===== config.mk =====
export PLATFORM = sky130hd
export DESIGN_NAME = waveform_sequencer
export DESIGN_NICKNAME = d
export VERILOG_FILES = /design/src/rtl/waveform_sequencer.sv
export SDC_FILE = /design/constraint.sdc
export NUM_CORES = 1
export LEC_CHECK = 0
export CORE_MARGIN = 2
export CORE_UTILIZATION = 45
export CTS_CLUSTER_SIZE = 30
export DETAILED_ROUTE_END_ITERATION = 8
export PLACE_DENSITY = 0.78
export SLEW_MARGIN = 10
export SYNTH_ARGS = -nofsm -noshare
export SYNTH_HDL_FRONTEND = slang
export SYNTH_SLANG_ARGS = --single-unit

===== constraint.sdc =====
create_clock -name clk -period 3.65 [get_ports clk]
set_clock_uncertainty 0.2 [all_clocks]
set_input_delay 1.095 -clock clk [delete_from_list [all_inputs] [get_ports clk]]
set_output_delay 1.095 -clock clk [all_outputs]
set_load 0.02 [all_outputs]

===== src/rtl/waveform_sequencer.sv =====
// Round-robin playback scheduler for four waveform ROMs.
// Generates a prescaled ROM address and registers the gated sample.
module waveform_sequencer #(
  parameter int PRESCALE = 11,
  parameter int LEN0     = 132,
  parameter int LEN1     = 121,
  parameter int LEN2     = 88,
  parameter int LEN3     = 55
) (
  input  logic       clk,
  input  logic       rst_n,
  input  logic       enable,
  input  logic [3:0] req,
  input  logic [3:0] mask,
  input  logic [7:0] rom_data0,
  input  logic [7:0] rom_data1,
  input  logic [7:0] rom_data2,
  input  logic [7:0] rom_data3,
  output logic [7:0] rom_addr,
  output logic [1:0] sel,
  output logic [7:0] sample_out,
  output logic       sample_valid,
  output logic       wrap,
  output logic       busy
);

  typedef enum logic {IDLE, PLAY} state_t;

  state_t     state_q, state_d;
  logic [7:0] pcnt_q, pcnt_d;
  logic [1:0] last_q, last_d;
  logic [7:0] addr_d;
  logic [1:0] sel_d;
  logic [7:0] so_d;
  logic       sv_d, wrap_d, busy_d;

  logic [7:0] rom_sel;
  logic [7:0] end_addr;
  logic [2:0] gnt_idle, gnt_end;
  logic       tick;

  // First set req bit after base, wrapping round to base itself last.
  function automatic logic [2:0] pick(
    input logic [3:0] r,
    input logic [1:0] base
  );
    logic [2:0] res;
    logic [1:0] idx;
    res = 3'b000;
    for (int k = 4; k >= 1; k--) begin
      idx = base + 2'(k);
      if (r[idx]) res = {1'b1, idx};
    end
    return res;
  endfunction

  always_comb begin
    rom_sel  = rom_data0;
    end_addr = 8'(LEN0 - 1);
    unique case (sel)
      2'd0: begin
        rom_sel  = rom_data0;
        end_addr = 8'(LEN0 - 1);
      end
      2'd1: begin
        rom_sel  = rom_data1;
        end_addr = 8'(LEN1 - 1);
      end
      2'd2: begin
        rom_sel  = rom_data2;
        end_addr = 8'(LEN2 - 1);
      end
      2'd3: begin
        rom_sel  = rom_data3;
        end_addr = 8'(LEN3 - 1);
      end
    endcase
  end

  assign gnt_idle = pick(req, last_q);
  assign gnt_end  = pick(req, sel);
  assign tick     = (pcnt_q == 8'(PRESCALE - 1));

  always_comb begin
    state_d = state_q;
    pcnt_d  = pcnt_q;
    last_d  = last_q;
    addr_d  = rom_addr;
    sel_d   = sel;
    so_d    = sample_out;
    sv_d    = 1'b0;
    wrap_d  = 1'b0;
    busy_d  = busy;
    unique case (state_q)
      IDLE: begin
        if (enable && gnt_idle[2]) begin
          state_d = PLAY;
          sel_d   = gnt_idle[1:0];
          last_d  = gnt_idle[1:0];
          addr_d  = 8'd0;
          pcnt_d  = 8'd0;
          busy_d  = 1'b1;
        end
      end
      PLAY: begin
        if (!enable) begin
          state_d = IDLE;
          addr_d  = 8'd0;
          pcnt_d  = 8'd0;
          busy_d  = 1'b0;
          so_d    = 8'h00;
          last_d  = sel;
        end else begin
          pcnt_d = tick ? 8'd0 : pcnt_q + 8'd1;
          // ROM data for this address is valid one clock after pcnt=0.
          if (pcnt_q == 8'd1) begin
            sv_d = 1'b1;
            so_d = mask[sel] ? rom_sel : 8'h00;
          end
          if (tick) begin
            if (rom_addr == end_addr) begin
              addr_d = 8'd0;
              wrap_d = 1'b1;
              if (gnt_end[2]) begin
                sel_d  = gnt_end[1:0];
                last_d = gnt_end[1:0];
              end else begin
                state_d = IDLE;
                busy_d  = 1'b0;
              end
            end else begin
              addr_d = rom_addr + 8'd1;
            end
          end
        end
      end
    endcase
  end

  always_ff @(posedge clk or negedge rst_n) begin
    if (!rst_n) begin
      state_q      <= IDLE;
      pcnt_q       <= 8'd0;
      last_q       <= 2'd3;
      rom_addr     <= 8'd0;
      sel          <= 2'd0;
      sample_out   <= 8'h00;
      sample_valid <= 1'b0;
      wrap         <= 1'b0;
      busy         <= 1'b0;
    end else begin
      state_q      <= state_d;
      pcnt_q       <= pcnt_d;
      last_q       <= last_d;
      rom_addr     <= addr_d;
      sel          <= sel_d;
      sample_out   <= so_d;
      sample_valid <= sv_d;
      wrap         <= wrap_d;
      busy         <= busy_d;
    end
  end

endmodule


==> impl_metrics.env, run 1 <==
export IMPL_post_cts_resized=0
export IMPL_wirelength_um=6020
export IMPL_drive_gt1_frac=0.0946
export IMPL_endpoint_kind="register"
export IMPL_fill_cells=397
export IMPL_required_ns=3.64
export IMPL_die_area_um2=5380
export IMPL_cts_root_buf="clkbuf_8"
export IMPL_synth_flop_cell="dfrtp_1"
export IMPL_final_common_cell="clkdlybuf4s50_1"
export IMPL_area_growth_pct=37.8
export IMPL_slew_headroom=0.586
export IMPL_portBuffers=63
export IMPL_antenna_found_initial=0
export IMPL_setup_violations=0
export IMPL_dieWidth_um=73.3
export IMPL_slew_violations=0
export IMPL_overflow=0
export IMPL_fin_cells=371
export IMPL_cp_max_fo=10
export IMPL_num_vias=2189
export IMPL_drc_errors=0
export IMPL_arrival_ns=2.98
export IMPL_max_cap_violations=0
export IMPL_synth_edf_count=0
export IMPL_clock_tree_buffer_depth=2
export IMPL_drt_initial_drc_count=130
export IMPL_synth_area_um2=2160
export IMPL_cts_sinks=32
export IMPL_ys_seq_area_frac=0.372
export IMPL_syn_area_per_cell_um2=8.82
export IMPL_ys_types=51
export IMPL_gp_congestion=0.851
export IMPL_place_detailed_instances=363
export IMPL_max_freq_ghz=0.334
export IMPL_synth_nets=298
export IMPL_synth_seq_cells=32
export IMPL_start_kind="primary input"
export IMPL_diodes=0
export IMPL_rows=25
export IMPL_ff_latch_area_um2=803
export IMPL_tightest_slew_ns=0.617
export IMPL_ios=64
export IMPL_grt_pass1_vias=2052
export IMPL_cts_buffers=5
export IMPL_drt_pass1_iter_count=4
export IMPL_multi_input_area_um2=1270
export IMPL_wl_per_cell_um=16.2
export IMPL_ant_nets=0
export IMPL_coreArea_um2=4690
export IMPL_path_class="primary input to register"
export IMPL_grt_max_degree=33
export IMPL_tritoncts="yes"
export IMPL_fin_nets=369
export IMPL_avgViaCountPerCell=5.90
export IMPL_cts_post_setup_buffers_inserted=0
export IMPL_ys_warn_count=0
export IMPL_peakVddDrop_mv=0.271
export IMPL_rsz0062_at_grt="false"
export IMPL_clk_pin_slew_ns=0.06
export IMPL_setup_tns_ns=0
export IMPL_grt_first_pass_wirelength_um=9390
export IMPL_p_leak_nw=1.23
export IMPL_h_tree_depth=2
export IMPL_cts_hold_buf=0
export IMPL_pwr_density_cell_nw_per_um2=425
export IMPL_timing_final_hold_violations=0
export IMPL_min_path_type="register to register"
export IMPL_initial_core_util=0.461
export IMPL_clock_latency_ns=0.28
export IMPL_hpwl_um=4410
export IMPL_final_cell_mix="63 x clkdlybuf4s50_1, 30 x nand2_1, 30 x o21ai_0, 30 x dfrtp_1, 14 x a21oi_1"
export IMPL_netlist_instances=245
export IMPL_status="finished clean"
export IMPL_synthArstFlopShare=1.00
export IMPL_globalRouteTotalUtil=0.226
export IMPL_fin_crit_ns=2.99
export IMPL_period_share=0.820
export IMPL_die_h_um=73.3
metal layers:
| layer | GRT usage | vias up | part of all wire |
|---|---|---|---|
| met5 | 0 | - | 0 |
| met4 | 0.0889 | 0 | 0.021 |
| met3 | 0.0576 | 13 | 0.089 |
| met2 | 0.399 | 91 | 0.48 |
| met1 | 0.261 | 1022 | 0.41 |
| li1 | - | 1063 | - |
logic make-up (layout without fill, tap and decap cells):
| kind of cell | Yosys count | after routing | share of synthesized area |
|---|---|---|---|
| muxes | 6 | 6 | 0.0353 |
| DFF | 32 | 32 | 0.372 |
| and+or+nand+nor | 85 | 85 | 0.211 |
| adders and majority gates | 10 | 10 | 0.0579 |
| buffers and inverters | 21 | 93 | 0.0399 |
| AOI/OAI and AO/OA | 87 | 87 | 0.268 |
| xor gates and xnor gates | 4 | 4 | 0.0162 |
critical path, cell delays in order:
cell,delay (ns)
clkdlybuf4s50_1,0.64
nor2_1,0.14
a21oi_1,0.27
nor2_1,0.16
nor2_1,0.21
nand2_1,0.18
o31ai_1,0.28
final timing paths:
| kind | start | end | slack, ns | cells past startpoint |
|---|---|---|---|---|
| worst max-delay path | req[1] | rom_addr[5] | 0.66 | 7 |
| worst min-delay path | sample_out[1] | sample_out[1] | 0.30 | 1 |
| worst max register to register | sel[0] | busy | 0.83 | 8 |
| worst min register to register | sample_out[1] | sample_out[1] | 0.30 | 1 |
| max in group asynchronous | rst_n | last_q[1] | 1.90 | 2 |
| min in group asynchronous | rst_n | sample_out[1] | 1.02 | 2 |
cell usage after synthesis, types with 3 or more instances:
cell,n,area share
dfrtp_1,30,0.35
nand2_1,30,0.052
o21ai_0,30,0.069
a21oi_1,14,0.032
inv_1,13,0.023
nor2_1,13,0.023
ha_1,10,0.058
a22o_1,9,0.036
a222oi_1,8,0.037
clkbuf_1,7,0.012
nand3_1,6,0.014
nor3_1,6,0.014
nand4_1,5,0.014
o22ai_1,4,0.012
xor2_1,4,0.016
mux2_2,3,0.016
nand2b_1,3,0.0087
nor2b_1,3,0.0087
nor3b_1,3,0.010
o2111ai_1,3,0.012
or2_2,3,0.0087
final cells by class:
cell class | count | share of cell area
Multi-Input combinational cell | 192 | 0.427
Sequential cell | 32 | 0.270
Timing Repair Buffer | 72 | 0.234
Clock buffer | 8 | 0.0302
Tap cell | 54 | 0.0227
Inverter | 13 | 0.0164
metrics by stage:
stage | util | setup WS [ns] | power [W] | hold slack, ns | area (um^2)
after floorplan | - | 0.556 | 0.000786 | 0.273 | 2160
after global placement | 0.616 | 0.460 | 0.000981 | 0.287 | 2890
after detailed placement | 0.616 | 0.394 | 0.000991 | 0.291 | 2890
after CTS | 0.635 | 0.683 | 0.00128 | 0.310 | 2980
after global routing | 0.635 | 0.504 | 0.00134 | 0.325 | 2980
final | 0.635 | 0.656 | 0.00127 | 0.302 | 2980
sequential cells by signal, summed over array words and instances, names as in the netlist:
register / cells
sample_out: 8
pcnt_q: 8
sample_valid: 1
sel: 2
wrap: 1
busy: 1
last_q: 2
rom_addr: 8
state_q: 1
where the power goes:
part	switching [W]	internal, W	leakage (nW)
Clock	0.000122	0.000153	0.0455
Sequential	0.0000451	0.000402	0.422
Combinational	0.000286	0.000260	0.761
Total	0.000453	0.000815	1.23
Note: power is estimated with default switching activity, not from simulation.
==> run 2, diff against run 1 <==
- clock period: 3.65 -> 2.9 ns (I/O delays scaled with it)
==> impl_metrics.env, run 2 (synthesis results as in run 1) <==
export IMPL_grt_max_degree=33
export IMPL_reg_top3="pcnt_q: 8 flops, rom_addr: 8 flops, sample_out: 8 flops"
export IMPL_max_cap_violations=0
export IMPL_h_tree_depth=2
export IMPL_placed_cell_area_um2=3020
export IMPL_fin_util=0.663
export IMPL_area_growth_pct=43.9
export IMPL_endpoint_kind="register"
export IMPL_worst_r2r_endpoint="sel[0]"
export IMPL_clock_tree_buffer_depth=2
export IMPL_cts_buffers=5
export IMPL_hp_start="sample_out[1]"
export IMPL_period_share=0.933
export IMPL_num_vias=2281
export IMPL_ios=64
export IMPL_gp_congestion=0.838
export IMPL_fin_cells=386
export IMPL_reg2reg_setup_slack_ns=0.20
export IMPL_required_ns=2.88
export IMPL_hpwl_um=4570
export IMPL_pwr_density_cell_nw_per_um2=528
export IMPL_setup_violations=0
export IMPL_p_leak_nw=1.30
export IMPL_place_detailed_instances=378
export IMPL_grt_pass1_vias=2244
export IMPL_diodes=0
export IMPL_avgViaCountPerCell=5.91
export IMPL_fill_cells=376
export IMPL_grt_first_pass_wirelength_um=10000
export IMPL_fin_crit_ns=2.70
export IMPL_slew_violations=0
export IMPL_top_usage_layer="met2"
export IMPL_hold_depth=1
export IMPL_post_cts_resized=0
export IMPL_tightest_slew_ns=0.470
export IMPL_multi_input_area_um2=1280
export IMPL_worstReg2RegStart="sel[1]"
export IMPL_peakVddDrop_mv=0.395
export IMPL_cp_max_fo=6
export IMPL_cts_sinks=32
export IMPL_cts_post_setup_buffers_inserted=0
export IMPL_antenna_found_initial=0
export IMPL_wirelength_um=6100
export IMPL_grtUsageMet3=0.0768
export IMPL_ant_nets=0
export IMPL_drive_gt1_frac=0.148
export IMPL_coreArea_um2=4690
export IMPL_path_class="register to register"
export IMPL_die_area_um2=5380
export IMPL_ff_latch_area_um2=806
export IMPL_globalRouteTotalUtil=0.241
export IMPL_gr_usage_met1=0.280
export IMPL_arrival_ns=2.68
export IMPL_cts_hold_buf=0
export IMPL_rsz0062_at_grt="false"
export IMPL_slew_headroom=0.684
export IMPL_final_common_cell="clkdlybuf4s50_1"
export IMPL_die_h_um=73.3
export IMPL_dieWidth_um=73.3
export IMPL_clk_pin_slew_ns=0.06
export IMPL_hold_slack_ns=0.304
export IMPL_drt_initial_drc_count=138
export IMPL_final_cell_mix="63 x clkdlybuf4s50_1, 30 x nand2_1, 30 x o21ai_0"
export IMPL_cts_root_buf="clkbuf_8"
export IMPL_portBuffers=63
export IMPL_rows=25
export IMPL_clock_latency_ns=0.29
export IMPL_initial_core_util=0.461
export IMPL_p_total_w=0.00164
export IMPL_grt_use_met2=0.413
export IMPL_overflow=0
export IMPL_start_kind="register"
export IMPL_timing_final_hold_violations=0
export IMPL_tritoncts="yes"
export IMPL_final_cell_area_um2=3110
export IMPL_wl_per_cell_um=15.8
export IMPL_whs_endpoint="sample_out[1]"
export IMPL_drt_pass1_iter_count=4
export IMPL_max_freq_ghz=0.370
export IMPL_reg2reg_depth=9
export IMPL_min_path_type="register to register"
export IMPL_drc_errors=0
export IMPL_fin_nets=384
export IMPL_status="finished clean"
-- run 2: how the worst max path moves through the flow --
| stage | start | to | slack, ns | depth (start not counted) |
|---|---|---|---|---|
| detailed placement | req[3] | pcnt_q[7] | -0.02 | 6 |
| finish | sel[1] | sel[0] | 0.20 | 9 |
| global placement | req[1] | last_q[0] | 0.05 | 7 |
| global route | sel[1] | sel[0] | 0.07 | 9 |
| CTS | sel[1] | busy | 0.20 | 8 |
| floorplan | sel[0] | busy | 0.02 | 9 |
-- run 2: per-layer routing --
metal	share of wire	vias up
met5	0	-
li1	-	1089
met3	0.098	9
met2	0.48	112
met1	0.41	1071
met4	0.013	0
-- run 2: where the power goes --
group / total, W / switching [W] / internal (W)
clock: 0.000356 / 0.000162 / 0.000193
sequential: 0.000574 / 0.0000674 / 0.000507
combinational: 0.000713 / 0.000355 / 0.000357
total: 0.00164 / 0.000585 / 0.00106
-- run 2: metrics by stage --
stage	TNS (ns)	setup WS (ns)
after detailed placement	-0.0218	-0.0218
after global placement	0	0.0450
after floorplan	0	0.0160
after CTS	0	0.195
after global routing	0	0.0749
final	0	0.195
-- run 2: critical path, stage by stage, from the launching register on --
cell      delay (ns)
dfrtp_2         0.42
inv_1           0.07
ha_1            0.25
or3_4           0.39
a22o_1          0.24
nor4b_4         0.35
buf_4           0.20
a21oi_1         0.08
nand4b_1        0.19
a21o_1          0.20
-- run 2: layout make-up --
| type | count | share of cell area |
|---|---|---|
| tap | 54 | 0.0217 |
| sequential | 32 | 0.259 |
| clock buffer | 8 | 0.0290 |
| multi-input combinational | 192 | 0.413 |
| inverter | 13 | 0.0165 |
| timing repair buffer | 87 | 0.261 |
==> run 3, diff against run 2 <==
- PLACE_DENSITY: 0.78 -> 0.82
- TNS_END_PERCENT: default -> 100
- clock period: 2.9 -> 2.7 ns (I/O delays scaled with it)
==> impl_metrics.env, run 3 (synthesis results as in run 1) <==
export IMPL_status="finished clean"
export IMPL_cp_max_fo=5
export IMPL_grt_pass1_vias=2171
export IMPL_drt_pass1_iter_count=4
export IMPL_wl_per_cell_um=16.0
export IMPL_cts_root_buf="clkbuf_8"
export IMPL_startpoint="sel[1]"
export IMPL_max_stage_delay_ns=0.44
export IMPL_required_ns=2.67
export IMPL_antenna_found_initial=0
export IMPL_final_common_cell="clkdlybuf4s50_1"
export IMPL_endpoint_kind="register"
export IMPL_coreArea_um2=4690
export IMPL_grt_first_pass_wirelength_um=10200
export IMPL_grt_max_degree=33
export IMPL_globalRouteTotalUtil=0.241
export IMPL_gp_congestion=0.841
export IMPL_pwr_density_cell_nw_per_um2=566
export IMPL_ant_nets=0
export IMPL_route_met3_wl_um=507
export IMPL_wirelength_um=6270
export IMPL_ios=64
export IMPL_num_vias=2279
export IMPL_period_share=0.960
export IMPL_initial_core_util=0.461
export IMPL_worstPathCellList="buf_12 -> ha_4 -> or3_4 -> a22o_1 -> nor4b_4 -> buf_4 -> a21oi_1 -> nand4b_1 -> a21o_1"
export IMPL_cts_sinks=32
export IMPL_diodes=0
export IMPL_portBuffers=63
export IMPL_area_growth_pct=47.3
export IMPL_min_path_type="register to register"
export IMPL_final_cell_mix="63 x clkdlybuf4s50_1, 30 x nand2_1, 30 x o21ai_0"
export IMPL_drc_errors=0
export IMPL_setup_violations=0
export IMPL_setup_ws_ns=0.109
export IMPL_reg_top3="pcnt_q: 8 flops, rom_addr: 8 flops, sample_out: 8 flops"
export IMPL_timing_final_hold_violations=0
export IMPL_rows=25
export IMPL_top_layer="met4"
export IMPL_drt_initial_drc_count=227
export IMPL_rsz0062_at_grt="false"
export IMPL_fin_crit_ns=2.59
export IMPL_met1_length_um=2650
export IMPL_dieWidth_um=73.3
export IMPL_cts_buffers=5
export IMPL_tritoncts="yes"
export IMPL_max_cap_violations=0
export IMPL_overflow=0
export IMPL_arrival_ns=2.56
export IMPL_die_area_um2=5380
export IMPL_max_freq_ghz=0.386
export IMPL_slew_violations=0
export IMPL_drive_gt1_frac=0.177
export IMPL_slew_headroom=0.566
export IMPL_dr_wl_met2_um=3070
export IMPL_hp_start="busy"
export IMPL_peakVddDrop_mv=0.276
export IMPL_start_kind="register"
export IMPL_p_leak_nw=1.33
export IMPL_hpwl_um=4590
export IMPL_clock_tree_buffer_depth=2
export IMPL_avgViaCountPerCell=5.80
export IMPL_clock_latency_ns=0.28
export IMPL_fin_nets=391
export IMPL_tightest_slew_ns=0.646
export IMPL_path_class="register to register"
export IMPL_hold_slack_ns=0.307
export IMPL_die_h_um=73.3
export IMPL_place_ws_ns=-0.141
export IMPL_worstReg2RegStart="sel[1]"
export IMPL_crit_path_top_delay_cell="dfrtp_2"
export IMPL_clk_pin_slew_ns=0.07
export IMPL_h_tree_depth=2
run 3: layer usage:
layer / GRT usage / vias up
met1: 0.298 / 1069
met3: 0.0562 / 6
li1: - / 1114
met2: 0.421 / 90
met5: 0 / -
met4: 0.0667 / 0
run 3: stage by stage:
| stage | util | cells | TNS, ns | cell area (um^2) | power [W] |
|---|---|---|---|---|---|
| floorplan | - | 245 | -0.120 | 2180 | 0.00107 |
| global placement | 0.652 | 383 | -0.269 | 3060 | 0.00138 |
| detailed placement | 0.652 | 383 | -0.670 | 3060 | 0.00140 |
| CTS | 0.671 | 391 | 0 | 3150 | 0.00178 |
| global route | 0.679 | 393 | 0 | 3190 | 0.00192 |
| finish | 0.679 | 393 | 0 | 3190 | 0.00180 |
run 3: layout make-up:
type	instances	area (um^2)
fill	367	1510
multi-input combinational	192	1290
timing repair buffer	94	877
sequential	32	806
clock buffer	8	90.1
tap	54	67.6
inverter	13	51.3
run 3: power by group:
| group | switching (W) | internal, W |
|---|---|---|
| Sequential | 0.0000687 | 0.000544 |
| Combinational | 0.000396 | 0.000418 |
| Clock | 0.000167 | 0.000208 |
| Total | 0.000631 | 0.00117 |
run 3: critical path: cells and delay by family (launching register included):
family          cells  cell delay [ns]
simple gates        3             0.84
compound gates      3             0.52
flops               1             0.44
buf+inv             2             0.34
fa+ha+maj           1             0.15
run 3: what timing repair did:
| item | 4_1_cts | 5_1_grt |
|---|---|---|
| gates resized for setup | 0 | 4 |
| setup buffers | 0 | 1 |
| endpoints found under the hold margin | 0 | 0 |
| hold buffers | 0 | 0 |
| endpoints found under the setup margin | 0 | 5 |
run 3: worst paths after layout:
| kind | end | slack (ns) | depth (start not counted) |
|---|---|---|---|
| setup reg to reg | sel[0] | 0.11 | 9 |
| hold reg to reg | busy | 0.31 | 1 |
| setup / recovery | sel[0] | 0.11 | 9 |
| max in group asynchronous | last_q[0] | 1.22 | 2 |
| hold / removal | busy | 0.31 | 1 |
| min in group asynchronous | sample_valid | 0.74 | 2 |
